$ cat src/rtl/uart_rx_if.sv
// Receiver-side byte interface: the serial line in, and the framed byte plus its pulses out.
interface uart_rx_if #(
  parameter int DBIT = 8
);
  logic            rx;
  logic [DBIT-1:0] dout;
  logic            rx_done_tick;
  logic            frame_err;

  // master drives the line and consumes characters; slave is the receiver core
  modport master (output rx, input dout, input rx_done_tick, input frame_err);
  modport slave  (input rx, output dout, output rx_done_tick, output frame_err);
endinterface

$ cat src/rtl/uart_rx_core.sv
// 8N1-style UART receiver with 16x oversampling, LSB-first framing and
// single-cycle done / framing-error pulses.
module uart_rx_core #(
  parameter int CLK_DIV = 54,
  parameter int DBIT    = 8,
  parameter int SB_TICK = 16
) (
  input  logic      clk,
  input  logic      rst,
  uart_rx_if.slave  bus
);

  localparam int TW = (CLK_DIV > 1) ? $clog2(CLK_DIV) : 1;
  localparam int NW = (DBIT > 1) ? $clog2(DBIT) : 1;

  typedef enum logic [2:0] {
    IDLE,
    START,
    DATA,
    STOP,
    WAIT_IDLE
  } state_t;

  state_t          state_reg;
  logic            rx_meta_reg;
  logic            rx_s_reg;
  logic [TW-1:0]   tick_cnt_reg;
  logic            s_tick;
  logic [3:0]      s_cnt_reg;
  logic [NW-1:0]   n_reg;
  logic [DBIT-1:0] shift_reg;
  logic [DBIT-1:0] dout_reg;
  logic            rx_done_tick_reg;
  logic            frame_err_reg;

  // Two-flop synchroniser; idles high so reset does not look like a start edge
  always_ff @(posedge clk) begin
    if (rst) begin
      rx_meta_reg <= 1'b1;
      rx_s_reg    <= 1'b1;
    end else begin
      rx_meta_reg <= bus.rx;
      rx_s_reg    <= rx_meta_reg;
    end
  end

  assign s_tick = (tick_cnt_reg == TW'(CLK_DIV - 1));

  always_ff @(posedge clk) begin
    if (rst || s_tick) begin
      tick_cnt_reg <= '0;
    end else begin
      tick_cnt_reg <= tick_cnt_reg + 1'b1;
    end
  end

  always_ff @(posedge clk) begin
    if (rst) begin
      state_reg        <= IDLE;
      s_cnt_reg        <= '0;
      n_reg            <= '0;
      shift_reg        <= '0;
      dout_reg         <= '0;
      rx_done_tick_reg <= 1'b0;
      frame_err_reg    <= 1'b0;
    end else begin
      rx_done_tick_reg <= 1'b0;
      frame_err_reg    <= 1'b0;
      case (state_reg)
        IDLE: begin
          if (!rx_s_reg) begin
            state_reg <= START;
            s_cnt_reg <= '0;
          end
        end
        START: begin
          if (s_tick) begin
            if (s_cnt_reg == 4'd7) begin
              if (!rx_s_reg) begin
                state_reg <= DATA;
                s_cnt_reg <= '0;
                n_reg     <= '0;
              end else begin
                state_reg <= IDLE;
              end
            end else begin
              s_cnt_reg <= s_cnt_reg + 4'd1;
            end
          end
        end
        DATA: begin
          if (s_tick) begin
            if (s_cnt_reg == 4'd15) begin
              shift_reg <= {rx_s_reg, shift_reg[DBIT-1:1]};
              s_cnt_reg <= '0;
              if (n_reg == NW'(DBIT - 1)) begin
                state_reg <= STOP;
              end else begin
                n_reg <= n_reg + 1'b1;
              end
            end else begin
              s_cnt_reg <= s_cnt_reg + 4'd1;
            end
          end
        end
        STOP: begin
          if (s_tick) begin
            if (s_cnt_reg == 4'(SB_TICK - 1)) begin
              if (rx_s_reg) begin
                dout_reg         <= shift_reg;
                rx_done_tick_reg <= 1'b1;
                state_reg        <= IDLE;
              end else begin
                // A held-low line must not be decoded as a stream of zero bytes
                frame_err_reg <= 1'b1;
                state_reg     <= WAIT_IDLE;
              end
            end else begin
              s_cnt_reg <= s_cnt_reg + 4'd1;
            end
          end
        end
        WAIT_IDLE: begin
          if (rx_s_reg) begin
            state_reg <= IDLE;
          end
        end
        default: state_reg <= IDLE;
      endcase
    end
  end

  assign bus.dout         = dout_reg;
  assign bus.rx_done_tick = rx_done_tick_reg;
  assign bus.frame_err    = frame_err_reg;

endmodule

$ cat src/flat_wrapper.sv
// flat-port wrapper written by rule: the top's interface ports become plain ports
module uart_rx_core_flat 
#(
  parameter int CLK_DIV = 54,
  parameter int DBIT    = 8,
  parameter int SB_TICK = 16
)
  (clk, rst, bus_rx, bus_dout, bus_rx_done_tick, bus_frame_err);
  uart_rx_if #(.DBIT(DBIT)) bus_i ();
  input  logic clk;
  input  logic rst;
  input wire logic [$bits(bus_i.rx)-1:0] bus_rx;
  output wire logic [$bits(bus_i.dout)-1:0] bus_dout;
  output wire logic [$bits(bus_i.rx_done_tick)-1:0] bus_rx_done_tick;
  output wire logic [$bits(bus_i.frame_err)-1:0] bus_frame_err;
  assign bus_i.rx = bus_rx;
  assign bus_dout = bus_i.dout;
  assign bus_rx_done_tick = bus_i.rx_done_tick;
  assign bus_frame_err = bus_i.frame_err;
  uart_rx_core #(.CLK_DIV(CLK_DIV), .DBIT(DBIT), .SB_TICK(SB_TICK)) u_core (.clk(clk), .rst(rst), .bus(bus_i));
endmodule
$ cat config.mk
export PLATFORM = sky130hd
export DESIGN_NAME = uart_rx_core_flat
export DESIGN_NICKNAME = d
export VERILOG_FILES = /design/src/rtl/uart_rx_if.sv /design/src/rtl/uart_rx_core.sv /design/src/flat_wrapper.sv
export SDC_FILE = /design/constraint.sdc
export NUM_CORES = 1
export LEC_CHECK = 0
export ABC_AREA = 1
export CAP_MARGIN = 20
export CORE_UTILIZATION = 40
export DETAILED_ROUTE_END_ITERATION = 12
export GPL_TIMING_DRIVEN = 0
export PLACE_DENSITY = 0.68
export SYNTH_ARGS = -nofsm -noshare
export SYNTH_HDL_FRONTEND = slang
export SYNTH_SLANG_ARGS = --single-unit
$ cat constraint.sdc
create_clock -name clk -period 3.8 [get_ports clk]
set_clock_uncertainty 0.15 [all_clocks]
set_input_delay 0.95 -clock clk [delete_from_list [all_inputs] [get_ports clk]]
set_output_delay 0.95 -clock clk [all_outputs]
set_load 0.02 [all_outputs]
# [Word-level counts from Yosys, hierarchy flattened]
# Index checks and enable logic that the tools add are counted.
[totals] regBits=36 input_bits=3 out_inout_bits=10 wordCells=75
[classes] addsub=3 n_eq_ne=20 muxes=29 bitwise_logic=3 reduce_logical=10
[ops] cell="3-bit 2-to-1 mux" count=16
[ops] cell="4-bit 2-to-1 mux" count=7
[ops] cell="2-bit by 1-bit inequality test with 1-bit output (second input constant)" count=8
[ops] cell="4-bit case mux with 4 select lines" count=1
[ops] cell="3-bit case mux with 5 select lines" count=1
[ops] cell="9-bit AND reduction" count=1
[ops] cell="2-bit inequality test (second input constant)" count=4
[ops] cell="7-bit AND reduction" count=1
[ops] cell="6-bit by 1-bit adder with 6-bit output (second input constant)" count=1
[ops] cell="3-bit by 2-bit == test with 1-bit output (second input constant)" count=2
[ops] cell="3-bit == test (second input constant)" count=2
[ops] cell="6-bit == test (second input constant)" count=1
[ops] cell="3-bit case mux with 2 select lines" count=1
[ops] cell="5-bit AND reduction" count=1
[ops] cell="4-bit by 1-bit adder with 4-bit output (second input constant)" count=1
[ops] cell="4-bit by 3-bit == test with 1-bit output (second input constant)" count=1
[ops] cell="4-bit == test (second input constant)" count=1
[ops] cell="4-bit AND reduction" count=1
[ops] cell="4-bit nonzero test" count=1
[ops] cell="4-bit OR reduction" count=1
[ops] cell="3-bit by 1-bit adder with 3-bit output (second input constant)" count=1
[ops] cell="3-bit by 1-bit == test with 1-bit output (second input constant)" count=1
[ops] cell="3-bit logical NOT" count=1
[ops] cell="1-bit inverter" count=3
[ops] cell="5 further kinds" count=6

# [Longest topological paths before layout]
# Gate-level depths: netlist of the first run.
[logic_depth] word_depth=5 depth_mapped=11 mapped_depth_nobuf=10

# [Least setup slack after synthesis of the first run]
# Ideal clock, no wire load.
[synth_path] path_type="input port to flip-flop" start="input rst" end="register u_core.dout_reg[0], in the netlist u_core.bus.dout[0]" setup_time_ps=64 arrival_time_ps=1441 required_ps=3586 path_slack_ps=2144 path_stages=4 n_path_buf=1 cell_sequence="inv_1 -> clkbuf_1 -> o21ai_0 -> nor2_1"
[synth_rtl] element="start: declaration" line_no="flat_wrapper.sv:11" source="input logic rst;"
[synth_rtl] element="end signal: assignment" line_no="uart_rx_core.sv:110" source="dout_reg <= shift_reg;"
[synth_rtl] element="end: declaration" line_no="uart_rx_core.sv:32" source="logic [DBIT-1:0] dout_reg;"

# [Worst setup path after layout of the first run]
[layout_path] start="register u_core.dout_reg[6], in the netlist u_core.bus.dout[6]" end="output bus_dout[6]"
[layout_rtl] element="end: declaration" line_no="flat_wrapper.sv:13" source="output wire logic [$bits(bus_i.dout)-1:0] bus_dout;"
# No word-level cell between the ends.

==> results of run 1 <==
power by group through the flow:
stage          registers, W  clock network [W]  logic, W
2_1_floorplan      0.000444                  0  0.000301
4_1_cts            0.000443           0.000339  0.000367
3_3_place_gp       0.000451                  0  0.000363
3_5_place_dp       0.000452                  0  0.000365
5_1_grt            0.000448           0.000354  0.000436
6_report           0.000444           0.000331  0.000372
placed cells by master (no fill, tap or decap), types with 2 or more instances in the layout:
| cell | netlist | final |
|---|---|---|
| ha_1 | 5 | 5 |
| inv_1 | 20 | 20 |
| nand4_1 | 5 | 5 |
| nand2_1 | 45 | 45 |
| nor2_2 | 2 | 2 |
| nor3_1 | 2 | 2 |
| nor2_1 | 64 | 64 |
| clkdlybuf4s50_1 | 0 | 12 |
| dfxtp_1 | 36 | 36 |
| nand3b_1 | 2 | 2 |
| nand2_2 | 3 | 3 |
| nand3_2 | 2 | 2 |
| a21oi_1 | 6 | 6 |
| buf_2 | 3 | 3 |
| clkbuf_8 | 0 | 5 |
| xor2_1 | 2 | 2 |
| clkbuf_1 | 1 | 2 |
| or2_2 | 2 | 2 |
| clkinv_2 | 1 | 2 |
| nand3_1 | 18 | 18 |
| o21ai_0 | 21 | 21 |
worst register-to-register path: cells and delay by family (launching register included):
family                   cells  cell delay [ps]
AND/OR/NAND/NOR              4              720
AO/OA/AOI/OAI                1              250
flip-flops                   1              410
adder cells (fa/ha/maj)      1              290
kinds of logic after synthesis:
group,count (synthesis)
AOI/OAI and AO/OA,29
xor gates and xnor gates,3
adders and majority gates,5
buffers and inverters,28
DFF,36
and+or+nand+nor,148
cell type report:
type | instances | area (um^2) | area share
Multi-Input combinational cell | 185 | 882 | 0.438
Sequential cell | 36 | 721 | 0.358
Timing Repair Buffer | 12 | 120 | 0.0596
Inverter | 22 | 83.8 | 0.0416
Clock buffer | 6 | 72.6 | 0.0360
Tap cell | 50 | 62.6 | 0.0311
Buffer | 6 | 37.5 | 0.0186
Clock inverter | 2 | 35.0 | 0.0174
per-stage QoR:
step	utilization	worst slack, ps	cells	hold slack, ps
floorplan	-	2140	249	239
global placement	0.470	1290	311	250
detailed placement	0.470	1300	311	245
CTS	0.496	1450	319	261
global route	0.496	1400	319	283
finish	0.496	1470	319	261
metal layers:
layer | GRT usage | share of wire
met2 | 0.244 | 0.41
met3 | 0.0524 | 0.035
met5 | 0 | 0
met4 | 0.0798 | 0.018
met1 | 0.230 | 0.54
how the worst max path moves through the flow:
stage / cells after the start / to / slack (ps) / from
after CTS: 1 / bus_dout[6] / 1450 / u_core.bus.dout[6]
after floorplan: 4 / u_core.bus.dout[0] / 2140 / rst
final: 1 / bus_dout[6] / 1470 / u_core.bus.dout[6]
after detailed placement: 5 / u_core.bus.dout[2] / 1300 / rst
after global placement: 5 / u_core.bus.dout[2] / 1290 / rst
after global routing: 5 / u_core.bus.dout[2] / 1400 / rst
==> run_results.csv, run 1 <==
group,metric,value,unit
clock_tree,numClockSinks,36,
drt,drcViolationCount,0,
setup_path,cp_num_buf_inv,1,
drt,first_pass_iters,4,
drt,avgRoutedWirePerCell,10.4,um
floorplan,core,0.00406,mm^2
drt,vias,1550,
place,place_area,0.00191,mm^2
sta,drv_slew,0,
clock_tree,clock_path_buffers,2,
logic_synthesis,synth-seq-cells,36,
setup_path,worstSetupPathType,"flop to primary output",
setup_path,critical_path.max_stage_delay,610,ps
logic_synthesis,avgSynthCellArea,6.92,um^2
drt,ant_nets,0,
min_path,hold_depth,1,
power,pwr-share-seq,0.387,
clock_tree,clkTransAtPathRegs,70,ps
drt,first_iter_violations,126,
setup_path,worstSetupEndpointType,"primary output",
logic_synthesis,synth_compound_area_frac,0.0864,
power,internal-power,0.000728,W
global_routing,antenna_found_initial,0,
finish,diodes,0,
power,finalPower,0.00115,W
setup_path,critPathSlowestCell,"clkdlybuf4s50_1",
power,combPwrFrac,0.324,
finish,fin_area,0.00201,mm^2
logic_synthesis,synthCells,249,
logic_synthesis,synth-simple-area-share,0.374,
drt,routed_wl,3.32,mm
setup_path,crit_chain,"clkdlybuf4s50_1",
setup_path,crit_arrival,1230,ps
sta,finalSetupViolCount,0,
global_routing,grt_use_total,0.170,
logic_synthesis,ys_types,28,
logic_synthesis,yosys.area_share.xor_xnor,0.0152,
sta,finalHoldViolCount,0,
clock_tree,cts_root_buf,"clkbuf_8",
drt,post_drt_via_cell_ratio,4.86,
global_routing,grt_overflow_total,0,
logic_synthesis,synth_edf_count,0,
logic_synthesis,synth_fa_ha_area_frac,0.0363,
place,place_congestion,0.884,
status,status,"finished clean",
power,p_switching,0.000419,W
floorplan,die_h,67.7,um
setup_path,cp_data_required_time,2700,ps
logic_synthesis,synthTopCellsByArea,"dfxtp_1, nor2_1, nand2_1",
logic_synthesis,synth_common_cells,"nor2_1, nand2_1, dfxtp_1",
setup_path,worstSetupStartpointType,"flop",
power,ir_worst_vdd,0.260,mV
clock_tree,cts_hold_buf,0,
logic_synthesis,yosysMostFrequentCell,"nor2_1",
setup_path,r2r-start,"u_core.s_cnt_reg[1]",
min_path,min-delay-start,"u_core.rx_meta_reg",
logic_synthesis,async_reset_ff_frac,0,
setup_path,rr_endpoint,"u_core.bus.dout[2]",
clock_tree,cts_buffers,5,
min_path,hold_end,"u_core.rx_s_reg",
floorplan,initial_core_util,0.425,
logic_synthesis,yosys.area.top_type,"dfxtp_1",
logic_synthesis,syn_area,0.00172,mm^2
sta,worst_pin_slew,421,ps
finish,drive_gt1_frac,0.0929,
sta,rsz0062_at_grt,"no",
clock_tree,cts_resized,0,
sta,relSlewSlack,0.718,
floorplan,boundaryPins,13,
logic_synthesis,syn_nets,257,
logic_synthesis,muxShareOfSynthArea,0,
clock_tree,htree_levels,2,
finish,finalNetCount,276,
logic_synthesis,netlist.area_leader.share,0.418,
sta,timing.final.crit_period,2330,ps
logic_synthesis,synth-seq-area-share,0.418,
floorplan,die_w,67.7,um
clock_tree,cts_setup_buffers,0,
setup_path,crit_fanout,2,
logic_synthesis,synth_warnings,0,
setup_path,worst_path_dominant_cell_family,"buffers and inverters",
finish,fillCellCount,408,
global_routing,grt_max_degree,12,
finish,syn_to_final_growth,16.8,%
clock_tree,clock_latency,290,ps
sta,finalCritPeriodShare,0.613,
sta,fmax,429,MHz
power,p_clk_frac,0.288,
setup_path,rr_worst_depth,6,
power,swShare,0.365,
global_routing,grt_pass1_wl,5.79,mm
place,place_hpwl,2.43,mm
setup_path,r2r_setup_slack,1870,ps
clock_tree,tritoncts,"yes",
power,p_leak,0.864,nW
floorplan,die_area,0.00458,mm^2
flow_run,max_cap_viol_count,0,
floorplan,rows,23,
sta,fin_tns_setup,0,ps
min_path,worstHoldPathType,"flop to flop",
logic_synthesis,synth_top_family_by_area,"simple AND/OR/NAND/NOR gates",
power,p_per_area,570,mW/mm^2
logic_synthesis,synthFlopType,"dfxtp_1",
place,portBuffers,12,
global_routing,grt_pass1_vias,1332,
(Power assumes the default switching activity.)
==> inputs of run 2 (changes only) <==
Clock period 3.8 ns to 2.4 ns, I/O delays scaled along.
==> results of run 2 <==
Same layout as run 1 (identical final DEF). Status: finished clean.
Among the figures that moved: setup slack after placement 1300 ps -> 247 ps; setup slack after layout 1470 ps -> 420 ps; register-to-register setup slack 1870 ps -> 470 ps; total power 0.00115 W -> 0.00182 W; worst IR drop on VDD 0.260 mV -> 0.412 mV
